===== src/rtl/i2s_pkg.sv =====
// Shared types for the I2S receiver control plane.
// Controller states and the receiver channel configuration bundle.
package i2s_pkg;

   typedef enum logic [1:0] {
      DISABLED = 2'd0,
      SYNC     = 2'd1,
      RUN      = 2'd2,
      DRAIN    = 2'd3
   } ctrl_state_t;

   localparam logic LEFT  = 1'b0;
   localparam logic RIGHT = 1'b1;

   typedef struct packed {
      logic en;
      logic single;
      logic sel;
   } cfg_t;

endpackage


===== src/rtl/i2s_ws_monitor.sv =====
// WS edge detector and loss-of-lock watchdog.
// Reports frame starts and a one-cycle timeout when WS stops toggling.
module i2s_ws_monitor #(
   parameter int WS_TIMEOUT = 256
) (
   input  logic clk,
   input  logic rst,
   input  logic active,
   input  logic ws_i,
   output logic fall,
   output logic timeout
);

   localparam int CW = $clog2(WS_TIMEOUT);
   localparam logic [CW-1:0] CMAX = CW'(WS_TIMEOUT - 1);

   logic          ws_q;
   logic          ws_edge;
   logic [CW-1:0] cnt;

   assign ws_edge = ws_q ^ ws_i;
   assign fall    = ws_q & ~ws_i;
   // an edge in the terminal cycle wins over the timeout
   assign timeout = active & ~ws_edge & (cnt == CMAX);

   always_ff @(posedge clk or posedge rst) begin
      if (rst) begin
         ws_q <= 1'b0;
      end else begin
         ws_q <= ws_i;
      end
   end

   always_ff @(posedge clk or posedge rst) begin
      if (rst) begin
         cnt <= '0;
      end else if (!active || ws_edge || timeout) begin
         cnt <= '0;
      end else begin
         cnt <= cnt + 1'b1;
      end
   end

endmodule


===== src/rtl/i2s_rx_ctrl.sv =====
// Run-time controller for the I2S receiver.
// Applies enable/channel commands at frame boundaries after drain.
module i2s_rx_ctrl
   import i2s_pkg::*;
#(
   parameter int DATA_WIDTH  = 24,
   parameter int SYNC_FRAMES = 2,
   parameter int WS_TIMEOUT  = 256
) (
   input  logic        clk,
   input  logic        rst,
   input  logic        cmd_valid,
   output logic        cmd_ready,
   input  logic        cmd_en,
   input  logic        cmd_single,
   input  logic        cmd_sel,
   input  logic        ws_i,
   input  logic        rx_tx_valid,
   input  logic        rx_tx_ready,
   output logic        rx_en,
   output logic        rx_cfg_single,
   output logic        rx_cfg_sel,
   output logic        locked,
   output logic        ws_lost,
   output logic [15:0] frame_cnt
);

   if (DATA_WIDTH < 1 || SYNC_FRAMES < 1 || WS_TIMEOUT < 4) begin : g_param_check
      $error("i2s_rx_ctrl: illegal parameter value");
   end

   localparam int SW = $clog2(SYNC_FRAMES + 1);
   localparam logic [SW-1:0] SYNC_LAST = SW'(SYNC_FRAMES - 1);

   ctrl_state_t   state_q, state_d;
   cfg_t          pend_q, pend_d;
   logic          single_q, single_d;
   logic          sel_q, sel_d;
   logic [SW-1:0] sync_q, sync_d;
   logic [15:0]   frame_q, frame_d;
   logic          seen_q, seen_d;
   logic          lost_q;
   logic          fall;
   logic          timeout;
   logic          drained;
   logic          active;

   assign active = (state_q != DISABLED);

   i2s_ws_monitor #(
      .WS_TIMEOUT(WS_TIMEOUT)
   ) u_ws_monitor (
      .clk     (clk),
      .rst     (rst),
      .active  (active),
      .ws_i    (ws_i),
      .fall    (fall),
      .timeout (timeout)
   );

   // the word in flight is gone, or leaves this cycle
   assign drained = ~rx_tx_valid | rx_tx_ready;

   always_ff @(posedge clk or posedge rst) begin
      if (rst) begin
         state_q <= DISABLED;
      end else begin
         state_q <= state_d;
      end
   end

   always_comb begin
      state_d   = state_q;
      pend_d    = pend_q;
      single_d  = single_q;
      sel_d     = sel_q;
      sync_d    = sync_q;
      frame_d   = frame_q;
      seen_d    = seen_q;
      cmd_ready = 1'b0;
      unique case (state_q)
         DISABLED: begin
            cmd_ready = 1'b1;
            if (cmd_valid && cmd_en) begin
               single_d = cmd_single;
               sel_d    = cmd_sel;
               frame_d  = '0;
               sync_d   = '0;
               state_d  = SYNC;
            end
         end
         SYNC: begin
            if (timeout) begin
               sync_d = '0;
            end else if (fall) begin
               sync_d = sync_q + 1'b1;
               if (sync_q == SYNC_LAST) begin
                  state_d = RUN;
               end
            end
         end
         RUN: begin
            cmd_ready = ~timeout;
            if (fall) begin
               frame_d = frame_q + 16'd1;
            end
            if (timeout) begin
               sync_d  = '0;
               state_d = SYNC;
            end else if (cmd_valid) begin
               pend_d  = '{en: cmd_en, single: cmd_single, sel: cmd_sel};
               seen_d  = 1'b0;
               state_d = DRAIN;
            end
         end
         DRAIN: begin
            if (fall) begin
               frame_d = frame_q + 16'd1;
               seen_d  = 1'b1;
            end
            if (timeout || ((seen_q || fall) && drained)) begin
               if (pend_q.en) begin
                  single_d = pend_q.single;
                  sel_d    = pend_q.sel;
                  sync_d   = '0;
                  state_d  = SYNC;
               end else begin
                  state_d  = DISABLED;
               end
            end
         end
         default: begin
            state_d = DISABLED;
         end
      endcase
   end

   always_ff @(posedge clk or posedge rst) begin
      if (rst) begin
         pend_q   <= '0;
         single_q <= 1'b0;
         sel_q    <= LEFT;
         sync_q   <= '0;
         frame_q  <= '0;
         seen_q   <= 1'b0;
         lost_q   <= 1'b0;
      end else begin
         pend_q   <= pend_d;
         single_q <= single_d;
         sel_q    <= sel_d;
         sync_q   <= sync_d;
         frame_q  <= frame_d;
         seen_q   <= seen_d;
         lost_q   <= timeout;
      end
   end

   assign rx_en         = (state_q == RUN) || (state_q == DRAIN);
   assign locked        = (state_q == RUN);
   assign rx_cfg_single = single_q;
   assign rx_cfg_sel    = sel_q;
   assign ws_lost       = lost_q;
   assign frame_cnt     = frame_q;

endmodule


===== config.mk =====
export PLATFORM = sky130hd
export DESIGN_NAME = i2s_rx_ctrl
export DESIGN_NICKNAME = d
export VERILOG_FILES = /design/src/rtl/i2s_pkg.sv /design/src/rtl/i2s_ws_monitor.sv /design/src/rtl/i2s_rx_ctrl.sv
export SDC_FILE = /design/constraint.sdc
export NUM_CORES = 1
export LEC_CHECK = 0
export CAP_MARGIN = 20
export CELL_PAD_IN_SITES_DETAIL_PLACEMENT = 1
export CELL_PAD_IN_SITES_GLOBAL_PLACEMENT = 1
export CORE_UTILIZATION = 51
export CTS_BUF_LIST = sky130_fd_sc_hd__clkbuf_8 sky130_fd_sc_hd__clkbuf_16
export DETAILED_ROUTE_END_ITERATION = 6
export DONT_BUFFER_PORTS = 1
export HOLD_SLACK_MARGIN = 0.08
export PLACE_DENSITY = 0.91
export RECOVER_POWER = 25
export SYNTH_ARGS = -nofsm -noshare
export SYNTH_HDL_FRONTEND = slang
export SYNTH_HIERARCHICAL = 1
export SYNTH_SLANG_ARGS = --single-unit

===== constraint.sdc =====
create_clock -name clk -period 6.1 [get_ports clk]
set_input_delay 0.61 -clock clk [delete_from_list [all_inputs] [get_ports clk]]
set_output_delay 0.61 -clock clk [all_outputs]
set_load 0.01 [all_outputs]

Yosys cells after proc, flatten, opt, wreduce, memory -nomap -nowiden:

Cells that the tools add are included.

* register bits after elaboration: 36
* input bits: 9
* word-level logic and storage cells: 95

* add/sub/neg operators: 3
* equal/unequal tests: 18
* multiplexer cells: 33
* bitwise logic cells: 9
* reductions and logical operators: 20

Operator list (count)
* 16-bit 2-to-1 mux: 2
* 16-bit one-hot mux with 2 select lines: 1
* 2-bit 2-to-1 mux: 13
* 2-bit inequality test (second input constant): 9
* 16-bit by 1-bit adder with 16-bit output (second input constant): 1
* 2-bit one-hot mux with 4 select lines: 2
* 1-bit 2-to-1 mux: 10
* 8-bit by 1-bit adder with 8-bit output (second input constant): 1
* 8-bit == test (second input constant): 1
* 8-bit 2-to-1 mux: 1
* 1-bit one-hot mux with 2 select lines: 4
* 4-bit AND reduction: 2
* 2-bit nonzero test: 4
* 3-bit AND reduction: 2
* 6-bit AND reduction: 1
* 1-bit logical OR: 5
* 5-bit AND reduction: 1
* 2-bit by 1-bit == test with 1-bit output (second input constant): 2
* 2-bit == test (second input constant): 2
* 2-bit by 1-bit inequality test with 1-bit output (second input constant): 2
* 1-bit inverter: 4
* 1-bit bitwise AND: 3
* 3-bit by 2-bit inequality test with 1-bit output (second input constant): 1
* 3-bit inequality test (second input constant): 1
* 7 further kinds: 8

Longest topological paths before layout:

* depth after elaboration: 7
* gate-level depth with buffers: 9
* gate-level depth less buffers: 8

Hierarchy:

The synthesis kept the hierarchy.

By module, submodules not included
* i2s_rx_ctrl: times used 1, cells each 156, area an instance 1450.1 sq um, sequential area each 675.6 sq um
* i2s_ws_monitor: times used 1, cells each 43, area an instance 425.4 sq um, sequential area each 225.2 sq um

Worst setup path before layout:

No wires, ideal clock.

* path kind: input -> register
* start: in ws_i
* end: reg sync_q[0]
* library setup time: 0.125 ns
* data arrival time: 2.817 ns
* required time: 5.975 ns
* slack: 3.158 ns
* cell stages on the path: 8
* path buffers: 0
* cell sequence: inv_1 ha_1 nand2_1 nor4_1 inv_1 o2111a_1 or4_4 mux2_4

* longest elaborated chain between the ends: 7

Ends and longest elaborated chain
* start: declaration: RTL line i2s_rx_ctrl.sv:17 `input logic ws_i,`
* 1-bit XOR (*): RTL line i2s_ws_monitor.sv:21 `assign ws_edge = ws_q ^ ws_i;`
* 1-bit inverter (*): RTL line i2s_ws_monitor.sv:24 `assign timeout = active & ~ws_edge & (cnt == CMAX);`
* 1-bit bitwise AND (*) (2 in a row): RTL line i2s_ws_monitor.sv:24
* net timeout: RTL line i2s_rx_ctrl.sv:44 `logic timeout;`
* 1-bit logical OR: RTL line i2s_rx_ctrl.sv:121 `if (timeout || ((seen_q || fall) && drained)) begin`
* 2-bit inequality test (no source line)
* 5-bit AND reduction (no source line)
* end signal: assignment: RTL line i2s_rx_ctrl.sv:151 `sync_q <= sync_d;`
* end: declaration: RTL line i2s_rx_ctrl.sv:39 `logic [SW-1:0] sync_q, sync_d;`

Mark *: on every way through the listed nets, which the timed path passes. The rest lies on a longest branch.
A chain may end at the register's enable or synchronous reset.

Final worst setup path:

* start: reg state_q[1]
* end: reg sync_q[0]

* longest elaborated chain between the ends: 6

Ends and longest elaborated chain
* start: declaration: RTL line i2s_rx_ctrl.sv:35 `ctrl_state_t state_q, state_d;`
* start signal: assignment: RTL line i2s_rx_ctrl.sv:68 `state_q <= state_d;`
* 2-bit nonzero test (*): RTL line i2s_rx_ctrl.sv:48 `assign active = (state_q != DISABLED);`
* net active: RTL line i2s_rx_ctrl.sv:46 `logic active;`
* 1-bit bitwise AND (*) (2 in a row): RTL line i2s_ws_monitor.sv:24
* net timeout: RTL line i2s_rx_ctrl.sv:44
* 1-bit logical OR: RTL line i2s_rx_ctrl.sv:121
* 2-bit inequality test (no source line)
* 5-bit AND reduction (no source line)

Marked as above.

==> results_dict.tcl <==
set metrics [dict create \
    status "completed" \
    place_congestion 0.9378 \
    crit_chain "nor2_1 -> inv_1 -> nand2_1 -> nor4_1 -> clkbuf_2 -> inv_1 -> o2111a_1 -> or4_4 -> mux2_4" \
    coreArea_um2 3442 \
    yosysSeqAreaShare_pct 48.03 \
    cts_root_buf "clkbuf_8" \
    grt_overflow 0 \
    place_ws_ns 2.626 \
    wirelength_mm 4.680 \
    r2r_cells 9 \
    skew_ns 0.006721 \
    start_util_pct 54.49 \
    fin_util_pct 57.72 \
    ios 31 \
    p_int_uw 479.0 \
    period_needed_ns 3.219 \
    synth_ff_type "dfrtp_1" \
    ys_types 42 \
    crit_path_frequent_cell "inv_1" \
    share_comb_of_total_power_pct 28.7 \
    rows 21 \
    synth_top_family_by_area "simple AND/OR/NAND/NOR gates" \
    antenna_found_initial 0 \
    crit_path_max_fanout 20 \
    timing.fmax_ghz 0.3106 \
    firstDrtPassIters 4 \
    cts_hold_buf 0 \
    rrSetupSlack_ns 2.88 \
    vias 1547 \
    avgViaCountPerCell 6.263 \
    finalHoldViolCount 0 \
    grt_setup_unrepaired "false" \
    netlist_instances 199 \
    reg2reg_from "state_q[1]" \
    drive_above_1_share_pct 9.950 \
    cts_tree "done" \
    layout_setup_ws_ns 2.881 \
    finalSetupViolations 0 \
    place.port_buffers 0 \
    ys_warn_count 6 \
    ctsResizeCount 0 \
    critPathSlowestCell "dfrtp_1" \
    final_net_count 214 \
    worst_slew_pin_slew_ns 1.258 \
    powerDensity_nw_per_um2 387.6 \
    grt_max_degree 28 \
    slew-limit-headroom_pct 16.10 \
    synth_compound_area_share_pct 16.41 \
    hold_class "primary input to asynchronous set/reset pin" \
    ant_nets 0 \
    grt_pass1_vias 1647 \
    clkSinkCount 36 \
    r2r-end "sync_q[0]" \
    synth_xor_xnor_area_share_pct 2.802 \
    routedWlPerCell_um 18.95 \
    cts_max_level 2 \
    cts_setup_buffers 0 \
    path_buf_inv 3 \
    netlist_area_um2 1876 \
    synth_nets 212 \
    cp.arrival_ns 3.40 \
    first_iter_violations 68 \
    vdd_drop_max_v 0.0001973 \
    numCtsBuffers 5 \
    route.detailed.drc 0 \
    timing.setup.tns_ns 0 \
    postSynth.asyncResetShare_pct 100.0 \
    synthAdderAreaFrac_pct 2.668 \
    crit_path_end_kind "flip-flop" \
    grt_pass1_wl_mm 7.700 \
    p_leak_uw 0.0008419 \
    slowest_delay_ns 0.72 \
    p_clk_share_pct 20.9 \
    synth_edf_count 0 \
    place_hpwl_mm 3.369 \
    clk_pin_slew_ns 0.07 \
    fin_crit_sh_pct 52.77 \
    max_cap_viol_count 0 \
    ys_ff_latch 36 \
    worstSetupPathType "flip-flop to flip-flop" \
    switching_power_uw 291.2 \
    swShare_pct 37.81 \
    grt_util_all_layers_pct 25.61 \
    crit_family "simple AND/OR/NAND/NOR gates" \
    area_growth_pct 5.938 \
    pwr-share-seq_pct 50.4 \
    synthSimpleGateAreaFrac_pct 22.95 \
    dieArea_um2 3924 \
    final_max_slew_viol_count 0 \
    dieWidth_um 62.64 \
    required_ns 6.29 \
    synthMuxAreaShare_pct 2.802 \
    startpoint_type "flip-flop" \
    avgSynthCellArea_um2 9.425 \
    diodes 0 \
    clk-insertion-delay-late_ns 0.30 \
    dieHeight_um 62.64 \
    cts.path.max_buffers 2 \
]
## final cells by class
type / instances / area [um2]
clock inverters: 2 / 8.758
flip-flops and latches: 36 / 900.9
well taps: 46 / 57.56
repair buffers: 3 / 16.27
multi-input cells: 144 / 893.4
inverters: 11 / 41.29
fillers: 397 / 1455
clock buffers: 5 / 68.82
## through the flow
stage	hold slack (ns)	instances	area [um2]	total power (uW)
after floorplan	0.4379	199	1876	559.0
after global routing	0.09731	247	1987	817.7
after global placement	0.4741	238	1901	583.4
final	0.09231	247	1987	770.1
after CTS	0.1679	245	1978	771.9
after detailed placement	0.4806	238	1901	611.7
## cells by family after synthesis
logic type	Yosys count
AO/OA/AOI/OAI	48
XOR/XNOR	6
adder cells (fa/ha/maj)	4
buffers and inverters	19
flip-flops	36
multiplexers	4
AND/OR/NAND/NOR	82
## per-layer routing
| metal | share of wire [%] | track usage, % |
|---|---|---|
| met4 | 2.5 | 11.63 |
| met3 | 4.2 | 9.672 |
| met2 | 52 | 44.16 |
| met1 | 41 | 27.65 |
| met5 | 0 | 0 |
## power groups by stage
stage          sequential, uW  clock, uW  combinational (uW)
6_report                  388        161                 221
5_1_grt                   398        173                 247
4_1_cts                   387        163                 222
3_5_place_dp              391          0                 221
3_3_place_gp              381          0                 202
2_1_floorplan             346          0                 213
## cell usage after synthesis (all sizes together) (2+ instances only)
| cell type | number | area share [%] |
|---|---|---|
| a211o | 2 | 0.93 |
| and4 | 2 | 0.93 |
| o21bai | 2 | 0.80 |
| or3 | 10 | 3.3 |
| clkbuf | 5 | 1.0 |
| a31o | 2 | 0.93 |
| o221a | 2 | 1.2 |
| nand2 | 18 | 3.6 |
| a211oi | 2 | 0.80 |
| xnor2 | 2 | 0.93 |
| xor2 | 4 | 1.9 |
| or3b | 2 | 0.93 |
| ha | 4 | 2.7 |
| nor2b | 4 | 1.3 |
| inv | 11 | 2.2 |
| dfrtp | 36 | 48 |
| nand4 | 3 | 1.3 |
| mux2 | 4 | 2.8 |
| nor2 | 19 | 3.8 |
| o21ai | 13 | 3.5 |
| nor3 | 4 | 1.1 |
| buf | 3 | 1.1 |
| or4 | 2 | 1.0 |
| and2 | 3 | 1.0 |
| a21oi | 17 | 4.5 |
| nand3 | 11 | 2.9 |
## how the worst max path moves through the flow
| stage | cells past startpoint | endpoint | slack, ns | start |
|---|---|---|---|---|
| 2_1_floorplan | 8 | sync_q[0] | 3.16 | ws_i |
| 3_3_place_gp | 8 | sync_q[0] | 2.92 | ws_i |
| 3_5_place_dp | 8 | sync_q[0] | 2.63 | state_q[1] |
| 4_1_cts | 8 | sync_q[0] | 2.60 | state_q[1] |
| 5_1_grt | 9 | sync_q[1] | 2.64 | state_q[1] |
| 6_report | 9 | sync_q[0] | 2.88 | state_q[1] |
## state kept, by name, indices dropped and copies added, names as in the netlist
name               cells
rx_cfg_single          1
u_ws_monitor/cnt       8
sync_q                 2
seen_q                 1
state_q                2
u_ws_monitor/ws_q      1
rx_cfg_sel             1
frame_cnt             16
pend_q                 3
ws_lost                1
## cell usage in the layout (no fill, tap or decap), types with 3 or more instances in the layout
master,netlist,routed
dfrtp_1,36,36
nor2_1,19,19
nand2_1,18,18
a21oi_1,17,17
o21ai_0,13,13
inv_1,11,12
nand3_1,11,11
or3_1,10,10
clkbuf_8,0,5
nor3_1,4,4
nor2b_1,4,4
xor2_1,4,4
ha_1,4,4
and2_1,3,3
No activity file was read; power rests on OpenSTA's default activity.
